File: config.mk
export PLATFORM = sky130hd
export DESIGN_NAME = keccak_squeezer
export DESIGN_NICKNAME = d
export VERILOG_FILES = /design/src/rtl/keccak_pkg.sv /design/src/rtl/keccak_squeezer.sv
export SDC_FILE = /design/constraint.sdc
export NUM_CORES = 2
export LEC_CHECK = 0
export BUFFER_PORTS_ARGS = -buffer_cell sky130_fd_sc_hd__buf_2
export CAP_MARGIN = 20
export CORE_AREA = 4 4 652 654
export DETAILED_ROUTE_END_ITERATION = 8
export DIE_AREA = 0 0 656 658
export PLACE_DENSITY_LB_ADDON = 0.25
export SYNTH_ARGS = -nofsm -noshare
export SYNTH_HDL_FRONTEND = slang
export SYNTH_SLANG_ARGS = --single-unit
File: constraint.sdc
create_clock -name clk -period 57.9 [get_ports clk]
set_input_delay 0 -clock clk [delete_from_list [all_inputs] [get_ports clk]]
set_output_delay 0 -clock clk [all_outputs]
set_load 0.05 [all_outputs]
File: src/rtl/keccak_pkg.sv
// Shared Keccak constants: mode encoding, rates and digest lengths.
// Imported by the input padder and by the output squeezer.
package keccak_pkg;

  localparam int LANE_W   = 64;
  localparam int MAX_RATE = 21;
  localparam int CNT_W    = 16;
  localparam int IDX_W    = $clog2(MAX_RATE);

  localparam logic [1:0] MODE_SHA3_512 = 2'd0;
  localparam logic [1:0] MODE_SHA3_256 = 2'd1;
  localparam logic [1:0] MODE_SHAKE128 = 2'd2;
  localparam logic [1:0] MODE_SHAKE256 = 2'd3;

  localparam int RATE_SHA3_512 = 9;
  localparam int RATE_SHA3_256 = 17;
  localparam int RATE_SHAKE128 = 21;
  localparam int RATE_SHAKE256 = 17;

  localparam int DIGEST_SHA3_512 = 8;
  localparam int DIGEST_SHA3_256 = 4;

  typedef enum logic [1:0] {
    S_IDLE,
    S_WAIT_PERM,
    S_EMIT
  } sq_state_e;

  function automatic logic [IDX_W-1:0] rate_of(
    input logic [1:0] m
  );
    logic [IDX_W-1:0] r;
    r = IDX_W'(RATE_SHAKE256);
    unique case (m)
      MODE_SHA3_512: r = IDX_W'(RATE_SHA3_512);
      MODE_SHA3_256: r = IDX_W'(RATE_SHA3_256);
      MODE_SHAKE128: r = IDX_W'(RATE_SHAKE128);
      MODE_SHAKE256: r = IDX_W'(RATE_SHAKE256);
      default:       r = IDX_W'(RATE_SHAKE256);
    endcase
    return r;
  endfunction

endpackage

File: src/rtl/keccak_squeezer.sv
// Keccak squeeze stage: captures the rate lanes after a permutation
// and streams them out, requesting more permutations for XOF modes.
module keccak_squeezer #(
  parameter int LANE_W   = 64,
  parameter int MAX_RATE = 21,
  parameter int CNT_W    = 16
) (
  input  logic              clk,
  input  logic              rst,
  input  logic              squeeze_start,
  input  logic [1:0]        mode,
  input  logic [CNT_W-1:0]  out_words,
  input  logic [1599:0]     state_in,
  input  logic              perm_done,
  output logic              perm_req,
  output logic [LANE_W-1:0] out,
  output logic              out_valid,
  input  logic              out_ready,
  output logic              out_last,
  output logic              busy
);
  import keccak_pkg::*;

  localparam int IW = $clog2(MAX_RATE);

  sq_state_e         state_q, state_d;
  logic [1:0]        mode_q, mode_d;
  logic [CNT_W-1:0]  rem_q, rem_d;
  logic [IW-1:0]     idx_q, idx_d;
  logic [LANE_W-1:0] buf_q [MAX_RATE];
  logic [LANE_W-1:0] buf_d [MAX_RATE];
  logic [LANE_W-1:0] out_q, out_d;
  logic              vld_q, vld_d;
  logic              last_q, last_d;
  logic              req_q, req_d;
  logic [CNT_W-1:0]  total;
  logic [IW-1:0]     last_idx;
  logic              hs;
  logic              unused_state;

  assign unused_state = ^state_in[1599:MAX_RATE*LANE_W];

  assign perm_req  = req_q;
  assign out       = out_q;
  assign out_valid = vld_q;
  assign out_last  = last_q;
  assign busy      = (state_q != S_IDLE);
  assign hs        = vld_q & out_ready;
  assign last_idx  = IW'(rate_of(mode_q)) - IW'(1);

  // Digest length in lanes for the mode presented with squeeze_start.
  always_comb begin
    total = CNT_W'(1);
    unique case (mode)
      MODE_SHA3_512: total = CNT_W'(DIGEST_SHA3_512);
      MODE_SHA3_256: total = CNT_W'(DIGEST_SHA3_256);
      default: begin
        total = (out_words == '0) ? CNT_W'(1) : out_words;
      end
    endcase
  end

  // Next-state, buffer capture and registered output lane selection.
  always_comb begin
    state_d = state_q;
    mode_d  = mode_q;
    rem_d   = rem_q;
    idx_d   = idx_q;
    buf_d   = buf_q;
    out_d   = out_q;
    vld_d   = vld_q;
    last_d  = last_q;
    req_d   = 1'b0;
    unique case (state_q)
      S_IDLE: begin
        if (squeeze_start) begin
          state_d = S_WAIT_PERM;
          mode_d  = mode;
          rem_d   = total;
          idx_d   = '0;
        end
      end
      S_WAIT_PERM: begin
        if (perm_done) begin
          for (int i = 0; i < MAX_RATE; i++) begin
            buf_d[i] = state_in[i*LANE_W +: LANE_W];
          end
          state_d = S_EMIT;
          idx_d   = '0;
          out_d   = state_in[LANE_W-1:0];
          vld_d   = 1'b1;
          last_d  = (rem_q == CNT_W'(1));
        end
      end
      S_EMIT: begin
        if (hs) begin
          rem_d = rem_q - CNT_W'(1);
          if (rem_q == CNT_W'(1)) begin
            state_d = S_IDLE;
            vld_d   = 1'b0;
            last_d  = 1'b0;
          end else if (idx_q == last_idx) begin
            state_d = S_WAIT_PERM;
            req_d   = 1'b1;
            vld_d   = 1'b0;
            last_d  = 1'b0;
          end else begin
            idx_d  = idx_q + IW'(1);
            out_d  = buf_q[idx_q + IW'(1)];
            last_d = (rem_q == CNT_W'(2));
          end
        end
      end
      default: state_d = S_IDLE;
    endcase
  end

  // State, counters, buffer and output registers.
  always_ff @(posedge clk or posedge rst) begin
    if (rst) begin
      state_q <= S_IDLE;
      mode_q  <= '0;
      rem_q   <= '0;
      idx_q   <= '0;
      out_q   <= '0;
      vld_q   <= 1'b0;
      last_q  <= 1'b0;
      req_q   <= 1'b0;
      for (int i = 0; i < MAX_RATE; i++) begin
        buf_q[i] <= '0;
      end
    end else begin
      state_q <= state_d;
      mode_q  <= mode_d;
      rem_q   <= rem_d;
      idx_q   <= idx_d;
      out_q   <= out_d;
      vld_q   <= vld_d;
      last_q  <= last_d;
      req_q   <= req_d;
      buf_q   <= buf_d;
    end
  end

endmodule

## Yosys cells after proc, flatten, opt, wreduce, memory -nomap -nowiden

Index checks and enable logic that the tools add are counted.

- Word-level logic and storage cells: 107
- Bits in registers: 1436
- Input port bits: 1623
- Output and inout port bits: 68

- Reduce and logical (&&, ||, !) cells: 17
- Muxes and demuxes: 40
- Add/sub/neg operators: 3
- Equality and inequality tests: 15
- $lt $le $gt $ge: 1
- Bitwise operators: 2

Operator list:

| operator | number |
|---|---|
| two-way mux 64 bit | 6 |
| binary-select mux 64 bit (select 5 bit) | 1 |
| one-hot mux 64 bit (2 select lines) | 1 |
| one-hot mux 16 bit (2 select lines) | 2 |
| two-way mux 16 bit | 3 |
| one-hot mux 5 bit (3 select lines) | 2 |
| two-way mux 5 bit | 5 |
| equality test 16 x 1 -> 1 bit, second input constant | 1 |
| equality test 16 x 2 -> 1 bit, second input constant | 1 |
| zero test 16 bit | 1 |
| subtractor 16 x 1 -> 16 bit, second input constant | 1 |
| two-way mux 1 bit | 12 |
| two-way mux 2 bit | 5 |
| inequality test 2 bit, second input constant | 5 |
| AND reduction 4 bit | 2 |
| equality test 2 x 1 -> 1 bit, second input constant | 3 |
| equality test 2 bit, second input constant | 3 |
| >= comparator 6 bit, second input constant | 1 |
| zero test 2 bit | 3 |
| inverter 5 -> 6 bit | 1 |
| one-hot mux 2 bit (3 select lines) | 1 |
| AND reduction 3 bit | 2 |
| AND reduction 6 bit | 1 |
| nonzero test 2 bit | 3 |
| other kinds (10) | 12 |

## Logic depth before layout (Yosys ltp)

- Depth after elaboration: 9
- Mapped depth: 12
- Mapped depth without buffers: 7

## Worst setup path before layout

OpenSTA, ideal clock, no wires.

- Path type: register to register
- From: reg idx_q[0]
- To: reg out_q[61], in the netlist out[61]
- Buffers on the path: 5
- Period minus slack after synthesis: 2741 ps
- Setup time: 132 ps
- Required time: 57768 ps
- Stages on the path, launching flop included: 12
- Path slack: 55159 ps
- Data arrival time: 2609 ps
- Cells stage by stage: dfrtp_1 buf_4 buf_6 inv_2 ha_1 buf_2 buf_2 clkbuf_1 mux4_2 o21a_1 a2111oi_1 o2bb2ai_1

- Word-level cells in the longest chain between the ends: 9
- Elaborated cells on any way between the ends: 12
- Classes of those cells: add/sub: 1; eq/ne: 2; mux: 7; bitwise: 1; reduce/logical: 1

Ends and longest elaborated chain:

| item | line | source |
|---|---|---|
| start, declared | keccak_squeezer.sv:29 | `logic [IW-1:0] idx_q, idx_d;` |
| start signal, assigned | keccak_squeezer.sv:136 | `idx_q <= idx_d;` |
| adder 5 x 1 -> 5 bit | keccak_squeezer.sv:109 | `out_d = buf_q[idx_q + IW'(1)];` |
| inverter 5 -> 6 bit (implied by the code) | keccak_squeezer.sv:109 |  |
| binary-select mux 64 bit (select 5 bit) | keccak_squeezer.sv:109 |  |
| two-way mux 64 bit (implied by the code) (2 in series) | keccak_squeezer.sv:109 |  |
| two-way mux 64 bit | keccak_squeezer.sv:102 | `end else if (idx_q == last_idx) begin` |
| two-way mux 64 bit | keccak_squeezer.sv:98 | `if (rem_q == CNT_W'(1)) begin` |
| two-way mux 64 bit | keccak_squeezer.sv:96 | `if (hs) begin` |
| one-hot mux 64 bit (2 select lines) | keccak_squeezer.sv:74 | `unique case (state_q)` |
| end signal, assigned | keccak_squeezer.sv:137 | `out_q <= out_d;` |
| end, declared | keccak_squeezer.sv:32 | `logic [LANE_W-1:0] out_q, out_d;` |

Parallel ways exist; a longest one is shown, timed or not. The select of a mux whose other input is x is not followed.
A chain may end at the register's enable or synchronous reset.

## Worst setup path after layout

- From: reg state_q[1]
- To: reg buf_q[885] (netlist name)

- Word-level cells in the longest chain between the ends: 2

Ends and longest elaborated chain:

| item | line | source |
|---|---|---|
| start, declared | keccak_squeezer.sv:26 | `sq_state_e state_q, state_d;` |
| start signal, assigned | keccak_squeezer.sv:133 | `state_q <= state_d;` |
| equality test 2 x 1 -> 1 bit | keccak_squeezer.sv:74 |  |
| AND reduction 2 bit (no line) | -- |  |
| end signal, assigned | keccak_squeezer.sv:141 | `buf_q <= buf_d;` |
| end, declared | keccak_squeezer.sv:30 | `logic [LANE_W-1:0] buf_q [MAX_RATE];` |

No other way between the ends.

==> results.txt <==
The run finished with clean final reports. The transition at the pin with the smallest max-transition slack is 1.16 ns. The power density over the cells is 44.8 mW/mm^2. The signal on the critical path passes through nand3b_1 > buf_4 > buf_4 > buf_4 > buf_4 > buf_4 > buf_4 > nand2_1 > nand2_1. The y dimension of the die came out at 658 um.

The total area inside the core boundary comes to 0.419 mm^2. The layout-stage area growth over the synthesis result is 71.6%. The multiplexer share of the synthesized area came out at 0.111. For this configuration, the core starts out at a cell density of 0.156. The level count of the clock H-tree came out at 4. The number of unique standard cell types used by synthesis came out at 65.

The switching part of the total power is 0.404. The delay of the slowest cell on the worst path is 0.93 ns. The detail route stage leaves a number of antenna-violating nets equal to 0.

Across the routed clock network, the largest skew measured is 0.0367 ns. The pin count of the biggest net entering global routing came out at 205. The required time of the worst setup path came out at ~60 ns. Across the VDD grid, the largest voltage drop is 23.7 uV. By area, the combinational part of the netlist is dominated by simple AND/OR/NAND/NOR gates. TritonCTS built the clock tree.

The largest individual stage delay along the critical path comes from the cell buf_4. The met2 usage is 0.271. The number of antenna violations at the first check in global routing is 190. The post-place instance area came out at 0.0784 mm^2. The final critical delay including setup and external delays is about 6 ns. Summing all non-filler instances in the final layout gives an area of 0.112 mm^2.

The cell total after placement came out at 13.6k. By instance count, the cell type seen most on the critical path is buf_4. Among cell families on the critical path, the largest total delay comes from buffers and inverters. The cell area after technology mapping is 0.0653 mm^2. The max-slew violation total from the final report is 0. Input and output buffers added on the ports amount to 1434. The share of total power dissipated in the clock network is 0.238. The clock net in this run drives a total of 1436 sinks. The routability congestion estimate from global placement is ~0.83. The highest clock frequency the design can meet came out at 170 MHz. Setup repair after global routing left no endpoint under its margin.

The detail-routed net length per standard cell is roughly 23 um. Of the total synthesized cell area, the portion taken by AND, OR, NAND and NOR gates is 0.248. The total of hold buffers inserted after clock tree synthesis is 2699.

Clock-pin slew was measured on the worst setup and hold paths at 0.06 ns. The number of DRC markers in iteration 0 is 4769. The maximum net fanout on the critical path came out at between 80 and 90.

The fraction of met3 tracks used by global routing came out at 0.0290. For met1 alone, demand over resource in global routing was 0.236. The number of instances in the synthesized netlist is 6963. Buffers added to address setup during post-CTS repair amount to 0. Before antenna repair, the detailed router went through 5 iterations.

The net count of the finished layout is 12.6k. The wire length of the first global-routing pass is around 540000 um. For this run, the share of the core covered by cells in the final layout is 0.267. For this run, the number of Yosys warnings is 0. The net switching power of the design is between 0.002 and 0.0025 W. The adder and majority cell fraction of the synthesized area came out at 0.000959.

The number of top-level pins is between 1.5k and 2k. For this run, design rule violations remaining after detail routing come to 0. The share of total power dissipated in sequential elements is 0.348.

Clock tree synthesis inserted a total of around 180 buffers. The die span in x came out at 656 um. STA classifies the critical path startpoint as a flip-flop.

Row generation in the floorplan step produced ~240 rows. The fraction of the mapped netlist area in compound gates came to 0.0568. The synthesized-area fraction occupied by xor and xnor cells is 0.000786. The remaining global-route overflow is 0.

The kind of critical path is flip-flop to flip-flop. The clock insertion delay at the later pin of the skew report is approximately 0.86 ns. The total nets after synthesis came out at 8591. The via count of the first global-routing pass was 71.2k. The count of maximum capacitance violations is 0. Of the available clock period, the critical path in the final layout requires 0.102. The clock tree root buffer cell is clkbuf_16.

The critical path buffer and inverter count came out at 6. The aggregate negative setup slack is 0 ns. The final-report setup violation count came out at 0. The arrival time of data at the critical path endpoint came out at 6.65 ns. Among all flip-flop cells after synthesis, the most frequent one is dfrtp_1. The proportion of register bits with asynchronous set or reset after synthesis is 1.00. The number of hold violations in the final report is 0.

The synthesized flop and latch total is 1436. The total routing resource utilization after global routing came out at 0.174. The post-cts resize count came out at 0. The share of post-route cells with drive strength above 1 is 0.203. The total vias in the final route came out at 66.7k. The path class of the tightest hold or removal check is primary input to flip-flop. The number of enable-type register cells in the synthesized netlist is 0.

The clock passes through at most 4 buffers. The leakage power came out at around 53 nW. The average footprint of a synthesized cell came out at 9.37 um^2. The worst pin sits at a relative slew slack of 0.225. The die area came out at 0.432 mm^2. The logic gate share of total power is 0.414. Detailed placement finished with a half-perimeter wire length of 285000 um. The total power came out at 0.00501 W.

The routed wire length is 386000 um. The global routing stage identified its most utilized layer as met2. The routed via count divided by cell count is 3.98. The sequential fraction of the synthesis area is 0.551.

The number of non-filler instances in the completed layout came out at 16.7k. The worst setup path is captured at a flip-flop. The internal power of the cells totals 0.00299 W.
## logic make-up (layout without fill, tap and decap cells)
family,count (synthesis),after routing
mux,325,325
buf+inv,470,4571
compound gates,463,463
xor+xnor,5,5
simple gates,4259,4259
fa+ha+maj,5,5
flops,1436,1436
other cells,0,164
## layout by cell type, fill, tap and decap left out, types with 41 or more instances in the layout
master         count
a2111oi_2         62
a22o_1            64
buf_2           1434
clkbuf_16        187
clkbuf_8          43
mux4_2           320
o21a_1            65
o21ai_0           80
dlygate4sd3_1   2699
a21oi_1           64
buf_4             92
o2bb2ai_1         65
diode_2          164
dfrtp_1         1435
clkbuf_1          41
nand2_1         4181
## worst min-delay path: cells and delay by family
kind / cells / cell delay, ns
buf+inv: 2 / 0.71
simple gates: 2 / 0.15
## cell type report
cell class	instances	area (um^2)
fillers	44600	307000
flip-flops and latches	1436	35900
repair buffers	4235	35100
multi-input cells	5057	27500
well taps	5520	6910
clock buffers	271	5430
clock inverters	55	681
diodes	164	410
inverters	10	45.0
## sequential cells by signal, indices dropped and copies added, names as in the netlist
| register | count |
|---|---|
| buf_q | 1344 |
| out | 64 |
| rem_q | 16 |
| idx_q | 5 |
| mode_q | 2 |
| state_q | 2 |
| out_last | 1 |
| out_valid | 1 |
| perm_req | 1 |
## power groups by stage
stage / combinational, W / clock, W / sequential (W)
2_1_floorplan: 0.00117 / 0 / 0.00174
3_3_place_gp: 0.00194 / 0 / 0.00176
3_5_place_dp: 0.00195 / 0 / 0.00176
4_1_cts: 0.00212 / 0.00123 / 0.00175
5_1_grt: 0.00228 / 0.00127 / 0.00180
6_report: 0.00207 / 0.00119 / 0.00174
## cell usage after synthesis, drive strengths merged, types with 8 or more instances
cell type     n  share of area
nand2      4181           0.24
dfrtp      1436           0.55
clkbuf      353          0.020
mux4        320           0.11
buf         107          0.010
o21ai        91         0.0070
a21oi        84         0.0064
o21a         65         0.0075
o2bb2ai      65         0.0087
a2111oi      64          0.015
a22o         64         0.0086
nor2         21         0.0015
a31oi        12         0.0012
inv          10        0.00058
nor3          9         0.0012
nand3         8        0.00069
## stage by stage
step / hold slack [ns] / setup slack, ns
after global placement: 0.0850 / 51.84
after global routing: 0.0276 / 51.58
after floorplan: 0.105 / 17.40
final: 0.0640 / 52.02
after detailed placement: 0.0834 / 51.81
after CTS: 0.000632 / 51.84
## metal layers
layer,part of all wire,wire [um]
met1,0.45,175000
met5,0.00079,306
met4,0.047,18200
met3,0.053,20600
met2,0.45,172000
## path summary, 6_finish.rpt
check	start	endpoint	slack (ns)	cells after the start
min	state_in[1022]	buf_q[382]$_DFFE_PP0P_	0.06	4
max reg2reg	state_q[1]$_DFFE_PP0P_	buf_q[885]$_DFFE_PP0P_	52.02	9
min in group asynchronous	rst	buf_q[490]$_DFFE_PP0P_	0.33	4
max	state_q[1]$_DFFE_PP0P_	buf_q[885]$_DFFE_PP0P_	52.02	9
min reg2reg	buf_q[703]$_DFFE_PP0P_	buf_q[703]$_DFFE_PP0P_	0.47	2
max in group asynchronous	rst	buf_q[855]$_DFFE_PP0P_	52.61	10
Note: power is estimated with default switching activity, not from simulation.
